File: src/rtl/modbus_rtu_framer_pkg.sv
// ============================================================================
// modbus_rtu_framer_pkg : framer state encoding and the CRC16-Modbus byte step
// Revision 1.0
// ============================================================================
`default_nettype none

package modbus_rtu_framer_pkg;

   typedef enum logic [2:0] {
      ST_IDLE  = 3'd0,
      ST_SIL   = 3'd1,
      ST_ADDR  = 3'd2,
      ST_PDU   = 3'd3,
      ST_CRCL  = 3'd4,
      ST_CRCH  = 3'd5,
      ST_DRAIN = 3'd6
   } state_t;

   localparam logic [15:0] MODBUS_CRC_INIT = 16'hFFFF;
   localparam logic [15:0] MODBUS_CRC_POLY = 16'hA001;

   // Reflected CRC: fold the byte into the low end, then shift out 8 bits LSB first.
   function automatic logic [15:0] crc16_modbus_byte(input logic [15:0] crc, input logic [7:0] data);
      logic [15:0] c;
      c = crc ^ {8'h00, data};
      for (int i = 0; i < 8; i++) begin
         c = c[0] ? ((c >> 1) ^ MODBUS_CRC_POLY) : (c >> 1);
      end
      return c;
   endfunction

endpackage

`default_nettype wire

File: src/rtl/crc16_modbus_acc.sv
// ============================================================================
// crc16_modbus_acc : registered CRC16-Modbus accumulator, one byte per enable
// Revision 1.0
// ============================================================================
`default_nettype none

module crc16_modbus_acc
   import modbus_rtu_framer_pkg::*;
(
   input  logic        clk,
   input  logic        rst,
   input  logic        init,
   input  logic        en,
   input  logic [7:0]  data,
   output logic [15:0] crc
);

   always_ff @(posedge clk) begin
      if (rst || init) begin
         crc <= MODBUS_CRC_INIT;
      end else if (en) begin
         crc <= crc16_modbus_byte(crc, data);
      end
   end

endmodule

`default_nettype wire

File: src/rtl/modbus_rtu_framer.sv
// ============================================================================
// modbus_rtu_framer : TX Modbus RTU framer (silence, ADDR, PDU, CRC16 low/high)
// Revision 1.0
// ============================================================================
`default_nettype none

module modbus_rtu_framer
   import modbus_rtu_framer_pkg::*;
#(
   parameter int MAX_PDU = 253,
   parameter int SIL_W   = 24
) (
   input  logic             clk,
   input  logic             rst,
   input  logic [SIL_W-1:0] sil_cycles,
   input  logic             tx_idle,
   input  logic             req_v,
   input  logic [7:0]       req_addr,
   output logic             req_rdy,
   input  logic [7:0]       pdu_data,
   input  logic             pdu_valid,
   input  logic             pdu_last,
   output logic             pdu_ready,
   output logic [7:0]       tx_b,
   output logic             tx_b_v,
   input  logic             tx_b_rdy,
   output logic             busy,
   output logic             frame_done,
   output logic [7:0]       pdu_len,
   output logic             err_ovf
);

   localparam logic [7:0] PDU_LIMIT = 8'(MAX_PDU);

   state_t           state;
   state_t           state_nx;
   logic [SIL_W-1:0] sil_cnt;
   logic [7:0]       addr_q;
   logic             ovf;
   logic [15:0]      crc;
   logic             crc_init;
   logic             crc_en;
   logic             xfer;
   logic             sil_ok;
   logic [7:0]       len_inc;

   assign xfer    = tx_b_v & tx_b_rdy;
   assign sil_ok  = (sil_cnt >= sil_cycles);
   assign len_inc = pdu_len + 8'd1;
   assign busy    = (state != ST_IDLE);

   // Line silence: counts idle cycles, restarts on any byte sent or line activity.
   always_ff @(posedge clk) begin
      if (rst || xfer || !tx_idle) begin
         sil_cnt <= '0;
      end else if (sil_cnt != '1) begin
         sil_cnt <= sil_cnt + SIL_W'(1);
      end
   end

   always_ff @(posedge clk) begin
      if (rst) begin
         state <= ST_IDLE;
      end else begin
         state <= state_nx;
      end
   end

   always_ff @(posedge clk) begin
      if (rst) begin
         addr_q  <= 8'h00;
         pdu_len <= 8'h00;
         ovf     <= 1'b0;
      end else begin
         if (state == ST_IDLE && req_v) begin
            addr_q  <= req_addr;
            pdu_len <= 8'h00;
            ovf     <= 1'b0;
         end
         if (state == ST_PDU && xfer) begin
            pdu_len <= len_inc;
            if (!pdu_last && len_inc == PDU_LIMIT) begin
               ovf <= 1'b1;
            end
         end
      end
   end

   crc16_modbus_acc u_crc (
      .clk  (clk),
      .rst  (rst),
      .init (crc_init),
      .en   (crc_en),
      .data (tx_b),
      .crc  (crc)
   );

   always_comb begin
      state_nx   = state;
      req_rdy    = 1'b0;
      pdu_ready  = 1'b0;
      tx_b       = 8'h00;
      tx_b_v     = 1'b0;
      frame_done = 1'b0;
      err_ovf    = 1'b0;
      crc_init   = 1'b0;
      crc_en     = 1'b0;
      case (state)
         ST_IDLE: begin
            req_rdy  = 1'b1;
            crc_init = req_v;
            if (req_v) state_nx = ST_SIL;
         end
         ST_SIL: begin
            if (sil_ok) state_nx = ST_ADDR;
         end
         ST_ADDR: begin
            tx_b   = addr_q;
            tx_b_v = 1'b1;
            if (tx_b_rdy) begin
               crc_en   = 1'b1;
               state_nx = ST_PDU;
            end
         end
         ST_PDU: begin
            tx_b      = pdu_data;
            tx_b_v    = pdu_valid;
            pdu_ready = tx_b_rdy;
            if (xfer) begin
               crc_en = 1'b1;
               if (pdu_last) begin
                  state_nx = ST_CRCL;
               end else if (len_inc == PDU_LIMIT) begin
                  err_ovf  = 1'b1;
                  state_nx = ST_CRCL;
               end
            end
         end
         ST_CRCL: begin
            tx_b   = crc[7:0];
            tx_b_v = 1'b1;
            if (tx_b_rdy) state_nx = ST_CRCH;
         end
         ST_CRCH: begin
            tx_b   = crc[15:8];
            tx_b_v = 1'b1;
            if (tx_b_rdy) begin
               frame_done = 1'b1;
               state_nx   = ovf ? ST_DRAIN : ST_IDLE;
            end
         end
         ST_DRAIN: begin
            // Swallow the rest of an over-long PDU so the next frame starts clean.
            pdu_ready = 1'b1;
            if (pdu_valid && pdu_last) state_nx = ST_IDLE;
         end
         default: state_nx = ST_IDLE;
      endcase
   end

endmodule

`default_nettype wire

File: config.mk
export PLATFORM = sky130hd
export DESIGN_NAME = modbus_rtu_framer
export DESIGN_NICKNAME = d
export VERILOG_FILES = /design/src/rtl/modbus_rtu_framer_pkg.sv /design/src/rtl/crc16_modbus_acc.sv /design/src/rtl/modbus_rtu_framer.sv
export SDC_FILE = /design/constraint.sdc
export NUM_CORES = 1
export LEC_CHECK = 0
export CORE_MARGIN = 5
export CORE_UTILIZATION = 54
export DETAILED_ROUTE_END_ITERATION = 12
export GPL_ROUTABILITY_DRIVEN = 0
export MAX_ROUTING_LAYER = met4
export PLACE_DENSITY = 0.81
export SETUP_SLACK_MARGIN = 0.1
export SLEW_MARGIN = 20
export SYNTH_ARGS = -nofsm -noshare
export SYNTH_HDL_FRONTEND = slang
export SYNTH_SLANG_ARGS = --single-unit
File: constraint.sdc
create_clock -name clk -period 2.65 [get_ports clk]
set_input_delay 0.265 -clock clk [delete_from_list [all_inputs] [get_ports clk]]
set_output_delay 0.265 -clock clk [all_outputs]
set_load 0.01 [all_outputs]
==> flow_summary.toml <==
[cts]
numCtsBuffers = 9
clk_latency_ns = 0.34
clk_pin_slew_ns = 0.07
ctsHtreeMaxLevel = 3
cts_buffer_depth = 2
cts_tree = "built"
clkSinkCount = 60
root_buffer = "clkbuf_8"

[place]
dpl.cell_count = 692
place.port_buffers = 68
dp_hpwl_um = 8190
place_ws_ns = -0.144

[route]
drt-wirelength-per-cell_um = 15.6
dr.pass1.iters = 5
vias = 4004
drtIter0Drc = 212
drt_wl_total_um = 11100
drc = 0
vias_per_cell = 5.64
ant_nets = 0

[worst_hold_path]
hp-class = "flop to flop"
hp-start = "addr_q[6]"
min_to = "addr_q[6]"
whs_path_depth = 2

[global_route]
groute.layer.met2.usage_pct = 41.3
antenna_found_initial = 0
grt_max_degree = 26
grt_pass1_wl_um = 18200
busiest_layer = "met2"
track_usage_pct = 23.7
grt_util_met3_pct = 5.17
met1_usage_pct = 25.8
gr-total-overflow = 0
grt_pass1_vias = 4023

[synth]
netlist_area_sq_um = 4140
synth_area_leaders = "dfxtp_1 (29%), ha_1 (8.2%), nand2_1 (6.9%)"
synth_top_area_cell = "dfxtp_1"
synth_fp_nets = 592
ys_seq_area_share_pct = 29.0
synth-edff-count = 0
yosys-top-cells-count = "nand2_1 (76), dfxtp_1 (60), nor2_1 (54)"
yosysMostFrequentCell = "nand2_1"
yosysWarningCount = 0
synth_cell_type_count = 62
ys_ff_latch = 60
async_flop_share_pct = 0
ys.flop_type = "dfxtp_1"
synthCells = 518
yosys.area.top_type_share_pct = 29.0
syn-mean-instance-area_sq_um = 7.99

[power_and_ir_drop]
peakVddDrop_v = 0.000417
p_total_mw = 3.05
p_leak_nw = 2.30
powerDensity_nw_per_um2 = 570

[timing]
fmax_mhz = 407
grt_setup_unrepaired = "yes"
final_max_slew_viol_count = 0
setup_viol = 0
fin_worst_skew_ns = 0.0102
fin_ws_ns = 0.196
fin_tns_setup_ns = 0
final_hold_viol_count = 0
fin_crit_sh_pct = 92.6
worst_slew_pin_slew_ns = 1.08
fin_crit_ns = 2.45
slew_headroom_pct = 27.7

[critical_path]
crit_type = "flop to flop"
crit_fanout = 21
reg2reg_depth = 10
required_ns = 2.81
startpoint_type = "flop"
cp_common_cell = "o211ai_1"
slowest_delay_ns = 0.40
timing.rr.end = "u_crc.crc[0]"
crit_path_top_delay_cell = "dfxtp_4"
cp_num_buf_inv = 1
cp-end-kind = "flop"
crit_chain = "buf_12 -> mux2_1 -> nand2_1 -> and3b_1 -> o21ai_1 -> o211ai_1 -> xnor2_2 -> xnor3_2 -> xnor2_1 -> o211ai_1"
reg2reg_slack_ns = 0.20
worstSetupStartpoint = "state[0]"
arrival_ns = 2.62
path_delay_family = "XOR/XNOR gates"
r2r-start = "state[0]"

[job]
maxCapViolCount = 0

[run_status]
status = "finished, final reports clean"

[floorplanning]
die-area_sq_um = 9510
die_h_um = 97.5
ios = 69
die_w_um = 97.5
row_count = 32
start_util_pct = 54.4
core_area_sq_um = 7610

[final_layout]
n_fill_cell = 583
multiInputGateArea_sq_um = 2750
nNetsFinal = 679
stdcell_count = 710
seq_area_sq_um = 1210
area_growth_pct = 29.2
insertedDiodeCount = 0
layout-drive-gt1-share_pct = 12.8
[flip-flops by register name (all words and copies together), names as in the netlist]
| register | count |
|---|---|
| sil_cnt | 24 |
| u_crc.crc | 16 |
| addr_q | 8 |
| pdu_len | 8 |
| state | 3 |
| ovf | 1 |
[power breakdown]
| part | internal, mW | switching [mW] | total, mW |
|---|---|---|---|
| sequential | 0.956 | 0.0641 | 1.02 |
| clock | 0.402 | 0.340 | 0.742 |
| combinational | 0.644 | 0.641 | 1.29 |
| total | 2.00 | 1.05 | 3.05 |
[tightest hold or removal path, cell delays in order (launching register included)]
cell,delay (ns)
dfxtp_1,0.31
nand2_1,0.05
a21oi_1,0.06
[worst max-delay path by stage]
| stage | slack (ns) | end | cells after the start |
|---|---|---|---|
| 2_1_floorplan | 0.21 | state[1] | 9 |
| 3_3_place_gp | -0.08 | state[1] | 11 |
| 3_5_place_dp | -0.14 | state[1] | 11 |
| 4_1_cts | 0.1 | err_ovf | 7 |
| 5_1_grt | 0.07 | u_crc.crc[0] | 10 |
| 6_report | 0.20 | u_crc.crc[0] | 10 |
[cell families after synthesis]
kind of cell	count (synthesis)	share of synthesized area, %
AOI/OAI and AO/OA	107	17.8
xor gates and xnor gates	49	11.5
adders and majority gates	27	8.17
buffers and inverters	58	5.87
DFF	60	29.0
muxes	21	5.32
and+or+nand+nor	196	22.3
[layout make-up]
type	instances	area share [%]
Clock inverter	2	0.187
Tap cell	102	2.39
Inverter	34	2.46
Sequential cell	60	22.6
Timing Repair Buffer	100	17.8
Clock buffer	12	3.09
Multi-Input combinational cell	400	51.4
[per-layer routing]
| layer | vias to the layer above | part of all wire, % |
|---|---|---|
| met2 | 113 | 52 |
| met3 | 33 | 4.5 |
| li1 | 1969 | - |
| met4 | 0 | 2.5 |
| met1 | 1889 | 41 |
| met5 | - | 0 |
[cells in the final DEF, fill, tap and decap left out, drive strengths merged, types with 3 or more instances in the layout]
cell type      netlist  routed
o22ai                5       5
mux2                 5       5
nand4                7       7
clkdlybuf4s50        0      67
xor2                19      19
nor2b                4       4
mux2i               16      16
dfxtp               60      60
xnor2               29      29
a311oi               5       5
nand2               76      76
ha                  27      27
buf                  8      31
and4                 4       4
a211oi               4       4
o21a                 3       3
nand3               15      15
nor3b                3       3
nor3                 7       7
a22oi                4       4
nor2                54      54
a21o                 9       9
o21ai               15      15
clkbuf              16      13
inv                 34      33
a21oi               36      36
or3                  7       7
and3                 8       8
o211ai              12      12
[stage by stage]
step,util [%],hold slack [ns],cell area [sq um]
after floorplan,-,0.401,4140
after global placement,66.4,0.446,5050
after detailed placement,66.4,0.463,5050
after CTS,69.3,0.470,5280
after global routing,70.2,0.478,5340
final,70.2,0.473,5340
[timing repair]
action | 4_1_cts | 5_1_grt
resized for setup | 5 | 12
hold buffers | 0 | 0
endpoints found under the setup margin | 2 | 6
pin swaps | 0 | 6
gates cloned | 1 | 0
buffers inserted | 0 | 3
No activity file was read; power rests on OpenSTA's default activity.
